[config.mk]
export PLATFORM = sky130hd
export DESIGN_NAME = spi_mem_controller
export DESIGN_NICKNAME = d
export VERILOG_FILES = /design/src/rtl/spi_mem_pkg.sv /design/src/rtl/spi_bit_counter.sv /design/src/rtl/spi_mem_controller.sv
export SDC_FILE = /design/constraint.sdc
export NUM_CORES = 1
export LEC_CHECK = 0
export ABC_AREA = 1
export BUFFER_PORTS_ARGS = -buffer_cell sky130_fd_sc_hd__clkbuf_2
export CAP_MARGIN = 20
export CORE_MARGIN = 2
export CORE_UTILIZATION = 47
export DETAILED_ROUTE_END_ITERATION = 7
export MAX_ROUTING_LAYER = met4
export PLACE_DENSITY = 0.69
export SLEW_MARGIN = 30
export SYNTH_ARGS = -nofsm -noshare
export SYNTH_HDL_FRONTEND = slang
export SYNTH_SLANG_ARGS = --single-unit
[constraint.sdc]
create_clock -name clk -period 2.4 [get_ports clk]
set_input_delay 0.24 -clock clk [delete_from_list [all_inputs] [get_ports clk]]
set_output_delay 0.24 -clock clk [all_outputs]
set_load 0.02 [all_outputs]
[src/rtl/spi_mem_pkg.sv]
// rtl/spi_mem_pkg.sv - shared state encoding and defaults for spi_mem_controller
// Holds the state typedef (IDLE=0 ... DONE=8, also shown on the LEDs),
// the default command/data phase lengths and the bit-counter width helper.
package spi_mem_pkg;

    localparam int DEF_CMD_BITS  = 8;
    localparam int DEF_DATA_BITS = 8;

    typedef enum logic [3:0] {
        IDLE        = 4'd0,
        GET_CMD     = 4'd1,
        GOT         = 4'd2,
        READ_WAIT   = 4'd3,
        READ_LOAD   = 4'd4,
        READ_OUT    = 4'd5,
        WRITE_IN    = 4'd6,
        WRITE_STORE = 4'd7,
        DONE        = 4'd8
    } state_t;

    // Wide enough to hold the larger phase length itself.
    function automatic int cnt_width(input int a, input int b);
        return $clog2(((a > b) ? a : b) + 1);
    endfunction

endpackage

[src/rtl/spi_bit_counter.sv]
// rtl/spi_bit_counter.sv - SCLK edge counter with clear, increment and terminal compare
// Ports:
//   clk, reset_n : clock, asynchronous active-low reset
//   clr          : synchronous clear (wins over inc)
//   inc          : count one SCLK rising edge
//   term         : phase length for the current phase
//   last         : inc is landing on the final edge of the phase
module spi_bit_counter #(
    parameter int W = 4
) (
    input  logic         clk,
    input  logic         reset_n,
    input  logic         clr,
    input  logic         inc,
    input  logic [W-1:0] term,
    output logic         last
);

    logic [W-1:0] cnt_q;
    logic [W-1:0] cnt_d;

    assign last = inc && (cnt_q == term - W'(1));

    always_comb begin
        cnt_d = cnt_q;
        if (clr) begin
            cnt_d = '0;
        end else if (inc && (cnt_q != term)) begin
            // Saturate at term so a missed clear can never wrap the count.
            cnt_d = cnt_q + W'(1);
        end
    end

    always_ff @(posedge clk or negedge reset_n) begin
        if (!reset_n) begin
            cnt_q <= '0;
        end else begin
            cnt_q <= cnt_d;
        end
    end

endmodule

[src/rtl/spi_mem_controller.sv]
// rtl/spi_mem_controller.sv - SPI slave memory transaction sequencer
// Optional feature macro: SPI_MEM_FAULT_INJECT_EN (adds input fault).
// Ports:
//   clk, reset_n : clock, asynchronous active-low reset
//   cs_cond      : conditioned chip select, 1 = inactive (aborts any transaction)
//   sclk_pos     : one-clk strobe per conditioned SCLK rising edge
//   rw_bit       : shift register bit 0, 1 = read
//   fault        : (macro only) suppresses the memory write strobe
//   addr_we, sr_we, dm_we : address latch / shift load / memory write enables
//   miso_buff    : MISO driver enable, high throughout READ_OUT
//   xfer_done    : one-clk pulse on entry to DONE
//   state_dbg    : current state code
module spi_mem_controller
    import spi_mem_pkg::*;
#(
    parameter int CMD_BITS  = DEF_CMD_BITS,
    parameter int DATA_BITS = DEF_DATA_BITS
) (
    input  logic       clk,
    input  logic       reset_n,
    input  logic       cs_cond,
    input  logic       sclk_pos,
    input  logic       rw_bit,
`ifdef SPI_MEM_FAULT_INJECT_EN
    input  logic       fault,
`endif
    output logic       addr_we,
    output logic       sr_we,
    output logic       dm_we,
    output logic       miso_buff,
    output logic       xfer_done,
    output logic [3:0] state_dbg
);

    localparam int CW = cnt_width(CMD_BITS, DATA_BITS);

    state_t  state_q, state_d;
    logic    armed_q, armed_d;
    logic    addr_we_q, addr_we_d;
    logic    sr_we_q, sr_we_d;
    logic    dm_we_q, dm_we_d;
    logic    miso_q, miso_d;
    logic    done_q, done_d;

    logic          fault_w;
    logic          cnt_clr;
    logic          cnt_inc;
    logic          cnt_last;
    logic [CW-1:0] cnt_term;

`ifdef SPI_MEM_FAULT_INJECT_EN
    assign fault_w = fault;
`else
    assign fault_w = 1'b0;
`endif

    // Edges are counted only in the shifting states and never once CS drops away.
    assign cnt_inc  = sclk_pos && !cs_cond &&
                      ((state_q == GET_CMD) || (state_q == READ_OUT) || (state_q == WRITE_IN));
    assign cnt_term = (state_q == GET_CMD) ? CW'(CMD_BITS) : CW'(DATA_BITS);

    spi_bit_counter #(.W(CW)) u_bit_counter (
        .clk     (clk),
        .reset_n (reset_n),
        .clr     (cnt_clr),
        .inc     (cnt_inc),
        .term    (cnt_term),
        .last    (cnt_last)
    );

    always_comb begin
        state_d = state_q;
        armed_d = armed_q;
        cnt_clr = 1'b0;
        if (cs_cond) begin
            // CS inactive aborts from anywhere and re-arms for the next falling edge.
            state_d = IDLE;
            armed_d = 1'b1;
            cnt_clr = 1'b1;
        end else begin
            case (state_q)
                IDLE: begin
                    cnt_clr = 1'b1;
                    // armed_q stays low after reset until CS has been seen inactive.
                    if (armed_q) begin
                        state_d = GET_CMD;
                        armed_d = 1'b0;
                    end
                end
                GET_CMD: begin
                    if (cnt_last) begin
                        state_d = GOT;
                        cnt_clr = 1'b1;
                    end
                end
                GOT:         state_d = rw_bit ? READ_WAIT : WRITE_IN;
                READ_WAIT:   state_d = READ_LOAD;
                READ_LOAD:   state_d = READ_OUT;
                READ_OUT: begin
                    if (cnt_last) begin
                        state_d = DONE;
                        cnt_clr = 1'b1;
                    end
                end
                WRITE_IN: begin
                    if (cnt_last) begin
                        state_d = WRITE_STORE;
                        cnt_clr = 1'b1;
                    end
                end
                WRITE_STORE: state_d = DONE;
                DONE:        state_d = DONE;
                default:     state_d = IDLE;
            endcase
        end
    end

    // Outputs are registered from the next state so they line up with state_q.
    always_comb begin
        addr_we_d = (state_d == GOT);
        sr_we_d   = (state_d == READ_LOAD);
        dm_we_d   = (state_d == WRITE_STORE) && !fault_w;
        miso_d    = (state_d == READ_OUT);
        done_d    = (state_d == DONE) && (state_q != DONE);
    end

    always_ff @(posedge clk or negedge reset_n) begin
        if (!reset_n) begin
            state_q   <= IDLE;
            armed_q   <= 1'b0;
            addr_we_q <= 1'b0;
            sr_we_q   <= 1'b0;
            dm_we_q   <= 1'b0;
            miso_q    <= 1'b0;
            done_q    <= 1'b0;
        end else begin
            state_q   <= state_d;
            armed_q   <= armed_d;
            addr_we_q <= addr_we_d;
            sr_we_q   <= sr_we_d;
            dm_we_q   <= dm_we_d;
            miso_q    <= miso_d;
            done_q    <= done_d;
        end
    end

    assign addr_we   = addr_we_q;
    assign sr_we     = sr_we_q;
    assign dm_we     = dm_we_q;
    assign miso_buff = miso_q;
    assign xfer_done = done_q;
    assign state_dbg = state_q;

endmodule

### After elaboration in Yosys (flattened, before gate mapping)

Cells that the tools add are included.

| storage, ports and cells | value |
|---|---|
| register bits after elaboration | 14 |
| bits of input ports | 5 |
| output and inout bits | 9 |

| cells by class | value |
|---|---|
| add/sub/neg operators | 1 |
| equal/unequal tests | 16 |
| mux-type cells | 14 |
| reductions and logical operators | 13 |

Operator list:

| operator | count |
|---|---|
| equality test 4 x 3 -> 1 bit, second input constant | 8 |
| one-hot mux 4 bit (8 select lines) | 1 |
| two-way mux 4 bit | 7 |
| equality test 4 x 2 -> 1 bit, second input constant | 3 |
| equality test 4 bit, second input constant | 2 |
| inequality test 4 bit, second input constant | 2 |
| logical AND 1 bit | 5 |
| adder 4 x 1 -> 4 bit, second input constant | 1 |
| equality test 4 x 1 -> 1 bit, second input constant | 1 |
| logical NOT 4 bit | 1 |
| two-way mux 1 bit | 4 |
| nonzero test 2 bit | 2 |
| two-way mux 3 bit | 1 |
| OR reduction 3 bit | 1 |
| logical OR 1 bit | 2 |
| one-hot mux 1 bit (2 select lines) | 1 |
| OR reduction 2 bit | 1 |
| logical NOT 1 bit | 1 |

### Longest topological paths before layout

Gate-level depths: netlist (run 1).

| logic depth | value |
|---|---|
| word-level depth | 10 |
| gate-level depth with buffers | 10 |

### Cells and area by module

Synthesis (run 1) repeated with hierarchy kept, for this count alone.

| unflattened totals | value |
|---|---|
| cell total of the unflattened synthesis | 133 |
| area, all modules | 938.4 um^2 |

Modules (own cells, without submodules):

| module | instances | cells each | area each (um^2) | sequential area each (um^2) |
|---|---|---|---|---|
| spi_mem_controller | 1 | 78 | 545.5 | 250.2 |
| spi_bit_counter | 1 | 55 | 392.9 | 100.1 |

### Worst setup path before layout (run 1)

Ideal clock, no wire load.

| timing path | value |
|---|---|
| path kind | register to register |
| from | reg state_q[1], in the netlist state_dbg[1] |
| to | reg sr_we_q, in the netlist sr_we |
| setup time | 0.069 ns |
| data arrival time | 1.277 ns |
| required time | 2.331 ns |
| path slack | 1.055 ns |
| cell stages (with the launch flop) | 11 |
| period minus slack after synthesis | 1.345 ns |
| cell sequence | dfrtp_1 inv_2 nor2_2 nand2_2 nand2_4 nand3_2 nand2_2 nand2_2 nor2_2 nand2_1 nor2_2 |

| between the ends | value |
|---|---|
| word-level cells in the longest chain between the ends | 9 |

RTL lines:

| element | line | source |
|---|---|---|
| start: declaration | spi_mem_controller.sv:37 | `state_t state_q, state_d;` |
| start signal: assignment | spi_mem_controller.sv:137 | `state_q <= state_d;` |
| equality test 4 x 1 -> 1 bit or equality test 4 x 3 -> 1 bit (tied branches) | spi_mem_controller.sv:59, spi_mem_controller.sv:81 |  |
| logical OR 1 bit (2 in series) | spi_mem_controller.sv:59 | `((state_q == GET_CMD) \|\| (state_q == READ_OUT) \|\| (state_q == WRITE_IN));` |
| logical AND 1 bit | spi_mem_controller.sv:58 | `assign cnt_inc = sclk_pos && !cs_cond &&` |
| logical AND 1 bit | spi_bit_counter.sv:22 | `assign last = inc && (cnt_q == term - W'(1));` |
| two-way mux 4 bit, on equally long branches | spi_mem_controller.sv:106, spi_mem_controller.sv:91, spi_mem_controller.sv:100 |  |
| one-hot mux 4 bit (8 select lines) (*) | spi_mem_controller.sv:81 | `case (state_q)` |
| two-way mux 4 bit (*) | spi_mem_controller.sv:75 | `if (cs_cond) begin` |
| equality test 4 x 3 -> 1 bit (*) | spi_mem_controller.sv:121 | `sr_we_d = (state_d == READ_LOAD);` |
| net sr_we_d | spi_mem_controller.sv:40 | `logic sr_we_q, sr_we_d;` |
| end signal: assignment | spi_mem_controller.sv:140 | `sr_we_q <= sr_we_d;` |
| end: declaration | spi_mem_controller.sv:40 |  |

Mark *: on every way through the listed nets, which the timed path passes. The rest lies on a longest branch.
A chain may end at the register's enable or synchronous reset.

### Final worst setup path (run 1)

| timing path | value |
|---|---|
| from | reg state_q[3], in the netlist state_dbg[3] |
| to | reg u_bit_counter.cnt_q[2] |

| between the ends | value |
|---|---|
| word-level cells in the longest chain between the ends | 9 |

RTL lines:

| element | line | source |
|---|---|---|
| equality test 4 x 1 -> 1 bit or equality test 4 x 3 -> 1 bit (tied branches) | spi_mem_controller.sv:59, spi_mem_controller.sv:81 |  |
| logical OR 1 bit (2 in series) | spi_mem_controller.sv:59 |  |
| logical AND 1 bit | spi_mem_controller.sv:58 |  |
| logical AND 1 bit | spi_bit_counter.sv:22 |  |
| two-way mux 1 bit | spi_mem_controller.sv:91, spi_mem_controller.sv:100, spi_mem_controller.sv:106 |  |
| one-hot mux 1 bit (2 select lines) | spi_mem_controller.sv:81 |  |
| two-way mux 1 bit | spi_mem_controller.sv:75 |  |
| two-way mux 4 bit or nonzero test 2 bit (tied branches) | - |  |
| end signal: assignment | spi_bit_counter.sv:38 | `cnt_q <= cnt_d;` |
| end: declaration | spi_bit_counter.sv:19 | `logic [W-1:0] cnt_q;` |

Several ways; a longest one is shown, not always the timed one.

==> results of run 1 <==
-- layout make-up --
type,count,area (µm²)
clock buffer,3,22.5
fill,177,744
inverter,24,90.1
multi-input combinational,66,385
sequential,14,350
tap,17,21.3
timing repair buffer,14,75.1
-- power breakdown --
part           leakage [µW]  switching [µW]  internal, µW  total [µW]
clock network     0.0000138            70.0          58.2         128
logic              0.000297            39.4          20.7        60.1
registers          0.000192            5.60           239         245
total              0.000502             115           318         433
-- worst max-delay path, stage by stage (launching register included) --
cell and delay [ps]:
dfrtp_1 410, nor2_1 240, inv_1 80, nor2_1 220, inv_1 100, nand3_1 170
nor3b_1 80
-- final timing paths --
| kind | endpoint | slack, ps | cells past startpoint |
|---|---|---|---|
| max | u_bit_counter.cnt_q[2]$_DFFE_PN0P_ | 980 | 6 |
| min | state_dbg[1]$_DFF_PN0_ | 210 | 2 |
| max reg2reg | u_bit_counter.cnt_q[2]$_DFFE_PN0P_ | 980 | 6 |
| min reg2reg | armed_q$_DFFE_PN0P_ | 540 | 2 |
| max in group asynchronous | state_dbg[3]$_DFF_PN0_ | 1750 | 2 |
| min in group asynchronous | u_bit_counter.cnt_q[0]$_DFFE_PN0P_ | 390 | 2 |
-- per-stage QoR --
step                      std cells  hold WS [ps]  instance area [µm²]  power [µW]  util [%]
after floorplan                 104         -55.6                  826         291         -
after global placement          134           161                  912         309      54.0
after detailed placement        134           168                  912         309      54.0
after CTS                       138           214                  945         438      55.9
after global routing            138           222                  945         453      55.9
final                           138           210                  945         433      55.9
-- cells by family (layout without fill, tap and decap cells) --
family,Yosys count,count (layout)
AO/OA/AOI/OAI,9,9
adder cells (fa/ha/maj),2,2
buffers and inverters,24,41
flip-flops,14,14
AND/OR/NAND/NOR,55,55
-- per-layer routing --
layer	track usage (%)	share of wire [%]	vias to the layer above
li1	-	-	357
met2	30.0	53	13
met5	-	0	-
met4	8.00	1.4	0
met3	2.78	3.7	2
met1	20.6	42	322
-- cells in the final DEF, fill, tap and decap left out, types with 2 or more instances in the layout --
master / count
o21ai_1: 3
a21oi_1: 2
nand2_1: 19
ha_1: 2
clkbuf_4: 3
nor2_2: 5
inv_2: 4
clkbuf_2: 13
inv_1: 19
nor3b_1: 2
dfrtp_1: 14
nor3_1: 3
nand2_2: 4
nand3_1: 5
nor2_1: 9
nand4_1: 4
-- what timing repair did --
| action | in CTS | in global routing |
|---|---|---|
| endpoints found under the setup margin | 0 | 0 |
| hold buffers | 1 | 0 |
| endpoints found under the hold margin | 14 | 0 |
-- state kept, by name (all words and copies together), names as in the netlist --
name	flops
state_dbg	4
u_bit_counter.cnt_q	4
addr_we	1
armed_q	1
dm_we	1
miso_buff	1
sr_we	1
xfer_done	1
==> flow_summary.json, run 1 <==
{
  "hpwl_um": 1280,
  "fin_ws_ps": 983,
  "ant_nets": 0,
  "dpl_worst_slack_ps": 983,
  "syn_avg_cell_area_um2": 7.94,
  "fin_worst_skew_ps": 2.83,
  "reg2reg_from": "state_dbg[3]$_DFF_PN0_",
  "worstSetupStartpointType": "flop",
  "grt_pass1_wl_um": 2580,
  "clk_latency_ps": 280,
  "synth-compound-area-share_pct": 7.27,
  "postCtsSetupRepairBufs": 0,
  "yosys_register_bits": 14,
  "outcome": "complete, no violations",
  "tns_ps": 0,
  "p_leak_uw": 0.000502,
  "io_pins": 14,
  "fin_crit_sh_pct": 59.0,
  "synth_edf_count": 0,
  "cts-root-buf": "clkbuf_4",
  "finalHoldViolCount": 0,
  "rsz0062_at_grt": "false",
  "slew_violations": 0,
  "criticalPathCategory": "flop to flop",
  "drtIter0Drc": 15,
  "antenna_found_initial": 0,
  "synth_warnings": 0,
  "cap_violations": 0,
  "syn_to_final_growth_pct": 14.4,
  "ir_drop_mv": 0.369,
  "synth_cells": 104,
  "synthTopCellsByArea": "dfrtp_1, inv_1, nand2_1",
  "cts_tree": "built",
  "cts_max_path_buffers": 2,
  "numCtsBuffers": 3,
  "worst_ep_arrival_time_ps": 1580,
  "yosysUniqueCellTypes": 23,
  "crit_path_end_kind": "flop",
  "yosys.area_share.simple_pct": 36.4,
  "io_buffers": 13,
  "holdCritPathClass": "input pin to flop",
  "vias": 694,
  "crit_start": "state_dbg[3]$_DFF_PN0_",
  "synth_top_area_share_pct": 42.4,
  "synth_top_family_by_area": "simple AND/OR/NAND/NOR gates",
  "start_util_pct": 48.9,
  "drt_wl_total_um": 1550,
  "coreArea_mm2": 0.00169,
  "muxShareOfSynthArea_pct": 0,
  "synth_fp_nets": 111,
  "worstMarginPinSlew_ps": 338,
  "synth_seq_area_share_pct": 42.4,
  "slew_headroom_pct": 77.5,
  "dr.pass1.iters": 4,
  "dieArea_mm2": 0.00211,
  "synth_ff_type": "dfrtp_1",
  "htreeDepth": 1,
  "path_clk_slew_ps": 80,
  "async_reset_ff_share_pct": 100,
  "grt_pass1_vias": 650,
  "synth_area_um2": 826,
  "gp_congestion": 0.977,
  "via_per_inst": 5.03,
  "fmax_ghz": 0.706,
  "finalSetupViolCount": 0,
  "track_usage_pct": 17.8,
  "yosys.area_share.adder_pct": 3.03,
  "synth.cells.most_frequent": "inv_1, nand2_1, dfrtp_1",
  "grt_max_degree": 15,
  "drc": 0,
  "rows": 15,
  "grt_remaining_overflow": 0,
  "drive_gt1_share_pct": 28.1,
  "yosys.area.top_type": "dfrtp_1",
  "fin_crit_ps": 1420,
  "nNetsFinal": 130,
  "cts.repair.resized": 0,
  "wl_per_cell_um": 11.3,
  "cellPowerDensity_mw_per_mm2": 458,
  "die_width_um": 45.9,
  "cp_max_fo": 4,
  "worstHoldStart": "cs_cond",
  "n_antenna_cell": 0,
  "die_y_um": 45.9,
  "cts.sinks": 14,
  "synth_xor_area_share_pct": 0,
  "cp.required_ps": 2560
}
Note: power is estimated with default switching activity, not from simulation.
==> run 2, diff against run 1 <==
==> constraint.sdc (replaced) <==
create_clock -name clk -period 1.4 [get_ports clk]
set_input_delay 0.14 -clock clk [delete_from_list [all_inputs] [get_ports clk]]
set_output_delay 0.14 -clock clk [all_outputs]
set_load 0.02 [all_outputs]
==> run 2 against run 1 <==
  * Cell count rose by 5.1%
  * Via count rose by 2.9%
  * Largest cell class unchanged
  * Combinational power rose by 91%
  * Critical endpoint is now sr_we$_DFF_PN0_
  * Core utilization rose by 6.3 points
  * Final area rose by 11%
  * Global-route usage fell by 1.1 points
  * Total power rose by 89%
  * Hold slack got worse by 88 ps
  * Highest routed layer unchanged
==> flow_summary.json, run 2 (synthesis results as in run 1) <==
{
  "fin_crit_ps": 1340,
  "hpwl_um": 1200,
  "finalHoldViolCount": 0,
  "grt_pass1_wl_um": 2440,
  "dieArea_mm2": 0.00211,
  "worstReg2RegEnd": "sr_we$_DFF_PN0_",
  "nNetsFinal": 136,
  "io_buffers": 13,
  "cts_max_path_buffers": 2,
  "pwr-share-clk_pct": 34.9,
  "worstMarginPinSlew_ps": 355,
  "ant_nets": 0,
  "finalSetupViolCount": 0,
  "slowest_stage": "dfrtp_1",
  "htreeDepth": 1,
  "gp_congestion": 0.857,
  "dr.pass1.iters": 4,
  "grt_pass1_vias": 609,
  "drt_wl_total_um": 1560,
  "layout_commonest_cell": "nand2_1",
  "pwr-share-comb_pct": 14.1,
  "cp_max_fo": 4,
  "cts-root-buf": "clkbuf_4",
  "fin_ws_ps": 61.6,
  "fmax_ghz": 0.747,
  "coreArea_mm2": 0.00169,
  "worstSetupStartpointType": "flop",
  "syn_to_final_growth_pct": 27.3,
  "cp.required_ps": 1620,
  "worst_ep_arrival_time_ps": 1550,
  "path_buf_inv": 2,
  "p_seq_share_pct": 51.0,
  "reg2reg_from": "u_bit_counter.cnt_q[0]$_DFFE_PN0P_",
  "rr_worst_depth": 8,
  "power.internal_uw": 609,
  "grt_max_degree": 15,
  "crit_cells": 8,
  "rsz0062_at_grt": "true",
  "ff2ff_setup_slack_ps": 60,
  "grt_remaining_overflow": 0,
  "finish.utilization_pct": 62.2,
  "fin_worst_skew_ps": 2.47,
  "antenna_found_initial": 0,
  "die_width_um": 45.9,
  "p_leak_uw": 0.000538,
  "crit_path_end_kind": "flop",
  "numCtsBuffers": 3,
  "drc": 0,
  "slew_headroom_pct": 76.3,
  "drtIter0Drc": 4,
  "track_usage_pct": 16.7,
  "die_y_um": 45.9,
  "p_sw_uw": 210,
  "cellPowerDensity_mw_per_mm2": 779,
  "crit_end": "sr_we$_DFF_PN0_",
  "cts_tree": "built",
  "multiInputGateArea_um2": 428,
  "fillers": 159,
  "vias": 714,
  "outcome": "complete, no violations",
  "ir_drop_mv": 0.498,
  "holdCritPathClass": "input pin to flop",
  "cp_cell_sequence": "ha_1, inv_2, nor2_4, nand4_1, clkinv_1, nor2_2, nand2_1, nor2_2",
  "layout.area.seq_um2": 355,
  "path_clk_slew_ps": 80,
  "mostFrequentLayoutCells": "nand2_1, inv_1, clkbuf_2, dfrtp_1, inv_2",
  "holdWs_ps": 122,
  "wl_per_cell_um": 10.8,
  "criticalPathCategory": "flop to flop",
  "cts.sinks": 14,
  "clk_latency_ps": 280,
  "dpl_worst_slack_ps": -9.56,
  "n_antenna_cell": 0,
  "critPathMaxStageDelay_ps": 420,
  "io_pins": 14,
  "cap_violations": 0,
  "start_util_pct": 48.9,
  "crit_family": "flip-flops",
  "fin_crit_sh_pct": 95.6,
  "via_per_inst": 4.92,
  "drive_gt1_share_pct": 41.4,
  "slew_violations": 0,
  "p_sw_share_pct": 25.7,
  "rows": 15,
  "cpMostUsedCell": "nor2_2",
  "crit_start": "u_bit_counter.cnt_q[0]$_DFFE_PN0P_"
}
==> run 2: cell types whose count changed in the layout (fill, tap and decap cells not counted), sizes merged <==
cell | before | now
buf | 0 | 6
clkbuf | 16 | 17
==> run 2: how the worst min path moves through the flow <==
stage               startpoint                endpoint  slack, ps  cells after the start
floorplan              reset_n       addr_we$_DFF_PN0_       -160                      0
global placement       reset_n  state_dbg[3]$_DFF_PN0_         70                      1
detailed placement     reset_n  state_dbg[3]$_DFF_PN0_         60                      1
CTS                    cs_cond  state_dbg[1]$_DFF_PN0_        110                      2
global route           cs_cond  state_dbg[1]$_DFF_PN0_        110                      2
finish                 cs_cond  state_dbg[1]$_DFF_PN0_        120                      2
==> run 2: power by group through the flow <==
stage	Sequential [µW]	Combinational (µW)	Clock [µW]
6_report	418	115	286
5_1_grt	419	130	312
4_1_cts	416	112	298
3_5_place_dp	425	110	0
3_3_place_gp	424	110	0
2_1_floorplan	430	69.1	0
==> run 2: timing repair <==
item                                    in CTS  in global routing
gates resized for setup                      1                 16
endpoints found under the setup margin       2                  9
endpoints found under the hold margin       14                  0
hold buffers                                 1                  0
pin swaps                                    0                  2
buffers inserted                             0                  4
==> run 2: cell type report <==
cell class / count / area share, %
Multi-Input combinational cell: 66 / 40.7
Tap cell: 17 / 2.02
Clock buffer: 4 / 3.45
Inverter: 24 / 8.57
Sequential cell: 14 / 33.8
Timing Repair Buffer: 20 / 11.4
==> run 2: metrics by stage <==
step | cell area [µm²] | TNS [ps] | power, µW | instances
floorplan | 826 | 0 | 499 | 104
global placement | 927 | 0 | 534 | 136
detailed placement | 927 | -19.0 | 534 | 136
CTS | 975 | 0 | 827 | 141
global route | 1050 | -126 | 862 | 145
finish | 1050 | 0 | 819 | 145
==> run 2: routing by layer <==
layer / track usage, % / vias up / share of wire (%)
met5: - / - / 0
met4: 5.14 / 0 / 0.51
met3: 3.57 / 2 / 3.2
met2: 27.2 / 11 / 50
met1: 20.6 / 329 / 47
li1: - / 372 / -
==> run 3, diff against run 2 <==
--- a/config.mk
+++ b/config.mk
@@ -13,6 +13,7 @@
 export DETAILED_ROUTE_END_ITERATION = 7
 export MAX_ROUTING_LAYER = met4
 export PLACE_DENSITY = 0.69
+export SKIP_CTS_REPAIR_TIMING = 1
 export SLEW_MARGIN = 30
 export SYNTH_ARGS = -nofsm -noshare
 export SYNTH_HDL_FRONTEND = slang
==> constraint.sdc (replaced) <==
create_clock -name clk -period 1.5 [get_ports clk]
set_input_delay 0.15 -clock clk [delete_from_list [all_inputs] [get_ports clk]]
set_output_delay 0.15 -clock clk [all_outputs]
set_load 0.02 [all_outputs]
==> run 3 against run 2 <==
  * Die area is the same
  * Sequential power shrank 7.2%
  * Clock-buffer cell count shrank 1
  * Largest power group unchanged
  * Largest cell class unchanged
==> flow_summary.json, run 3 (synthesis results as in run 1) <==
{
  "tns_ps": 0,
  "met2_usage_pct": 29.4,
  "cts_tree": "built",
  "finalHoldViolCount": 0,
  "drive_gt1_share_pct": 30.3,
  "io_buffers": 13,
  "grt_max_degree": 15,
  "cts-root-buf": "clkbuf_4",
  "crit_start": "state_dbg[3]$_DFF_PN0_",
  "slew_headroom_pct": 76.3,
  "hpwl_um": 1260,
  "cts_max_path_buffers": 2,
  "n_antenna_cell": 0,
  "worst_ep_arrival_time_ps": 1570,
  "track_usage_pct": 17.9,
  "fin_crit_sh_pct": 92.7,
  "hold_depth": 2,
  "worstReg2RegEnd": "u_bit_counter.cnt_q[2]$_DFFE_PN0P_",
  "gp_congestion": 0.936,
  "numCtsBuffers": 3,
  "drt_wl_total_um": 1610,
  "finalPower_uw": 709,
  "ir_drop_mv": 0.472,
  "io_pins": 14,
  "vias": 693,
  "coreArea_mm2": 0.00169,
  "outcome": "complete, no violations",
  "wl_per_cell_um": 11.6,
  "via_per_inst": 4.99,
  "met3_usage_pct": 2.38,
  "ff2ff_setup_slack_ps": 110,
  "drtIter0Drc": 24,
  "cts.sinks": 14,
  "grt_remaining_overflow": 0,
  "fin_crit_ps": 1390,
  "holdCritPathClass": "input pin to flop",
  "reg2reg_from": "state_dbg[3]$_DFF_PN0_",
  "crit_end": "u_bit_counter.cnt_q[2]$_DFFE_PN0P_",
  "path_clk_slew_ps": 80,
  "mostFrequentLayoutCells": "inv_1, nand2_1, dfrtp_1, clkbuf_2, nor2_1",
  "placed_area_um2": 920,
  "worstSetupStartpointType": "flop",
  "postLayoutCellArea_um2": 956,
  "grt_pass1_vias": 628,
  "grt-busiest-layer": "met2",
  "htreeDepth": 1,
  "fillers": 160,
  "ant_nets": 0,
  "slew_violations": 0,
  "finalSetupViolCount": 0,
  "crit_path_end_kind": "flop",
  "nNetsFinal": 131,
  "drc": 0,
  "cp.required_ps": 1670,
  "dr.pass1.iters": 4,
  "worstHoldStart": "cs_cond",
  "die_width_um": 45.9,
  "cellPowerDensity_mw_per_mm2": 742,
  "p_leak_uw": 0.000505,
  "rr_worst_depth": 6,
  "antenna_found_initial": 0,
  "grt_use_met1_pct": 19.7,
  "syn_to_final_growth_pct": 15.8,
  "worstMarginPinSlew_ps": 355,
  "fmax_ghz": 0.719,
  "grt_pass1_wl_um": 2530,
  "rows": 15,
  "cap_violations": 0,
  "rsz0062_at_grt": "false",
  "cp_max_fo": 4,
  "criticalPathCategory": "flop to flop",
  "clk_latency_ps": 280,
  "die_y_um": 45.9,
  "fin_worst_skew_ps": 2.74,
  "dieArea_mm2": 0.00211,
  "start_util_pct": 48.9
}
-- run 3: cell types whose count changed in the layout (fill, tap and decap cells not counted) --
cell,before,now
dfrtp_2,4,1
inv_2,7,4
clkbuf_8,1,0
nor2_1,5,8
inv_1,16,19
buf_4,6,1
nor2_2,5,6
nor2_4,4,0
dfrtp_1,10,13
nand3_1,4,5
nand3_4,2,1
-- run 3: through the flow --
| step | setup slack (ps) | std cells | hold WS [ps] | util (%) |
|---|---|---|---|---|
| finish | 109 | 139 | 120 | 56.6 |
| global route | 10.6 | 139 | 134 | 56.6 |
| CTS | 90.9 | 138 | -237 | 55.8 |
| detailed placement | 109 | 135 | 75.6 | 54.4 |
| global placement | 117 | 135 | 72.0 | 54.4 |
| floorplan | 155 | 104 | -146 | - |
-- run 3: how the worst min path moves through the flow --
stage | to
after floorplan | addr_we$_DFF_PN0_
after global placement | xfer_done$_DFF_PN0_
after detailed placement | u_bit_counter.cnt_q[3]$_DFFE_PN0P_
after CTS | u_bit_counter.cnt_q[3]$_DFFE_PN0P_
after global routing | state_dbg[1]$_DFF_PN0_
final | state_dbg[1]$_DFF_PN0_
-- run 3: final cells by class --
class,instances,area [µm²],share of cell area [%]
Multi-Input combinational cell,66,388,40.6
Sequential cell,14,352,36.8
Inverter,24,90.1,9.42
Timing Repair Buffer,15,82.6,8.64
Clock buffer,3,22.5,2.36
Tap cell,17,21.3,2.23
-- run 3: metal layers --
metal	up-vias	part of all wire [%]	wire length [µm]
met3	3	3.9	63
met1	307	43	684
met2	16	52	828
met5	-	0	0
li1	367	-	-
met4	0	1.8	29
-- run 3: critical path, stage by stage (launching register included) --
cell and delay (ps):
dfrtp_1 420, nor2_1 250, inv_1 70, nor2_1 220
inv_1 90, nand3_1 160, nor3b_1 80
-- run 3: where the power goes --
group | switching [µW] | internal [µW] | leakage (µW)
Clock | 120 | 93.4 | 0.0000138
Combinational | 69.9 | 36.8 | 0.000302
Sequential | 5.94 | 383 | 0.000190
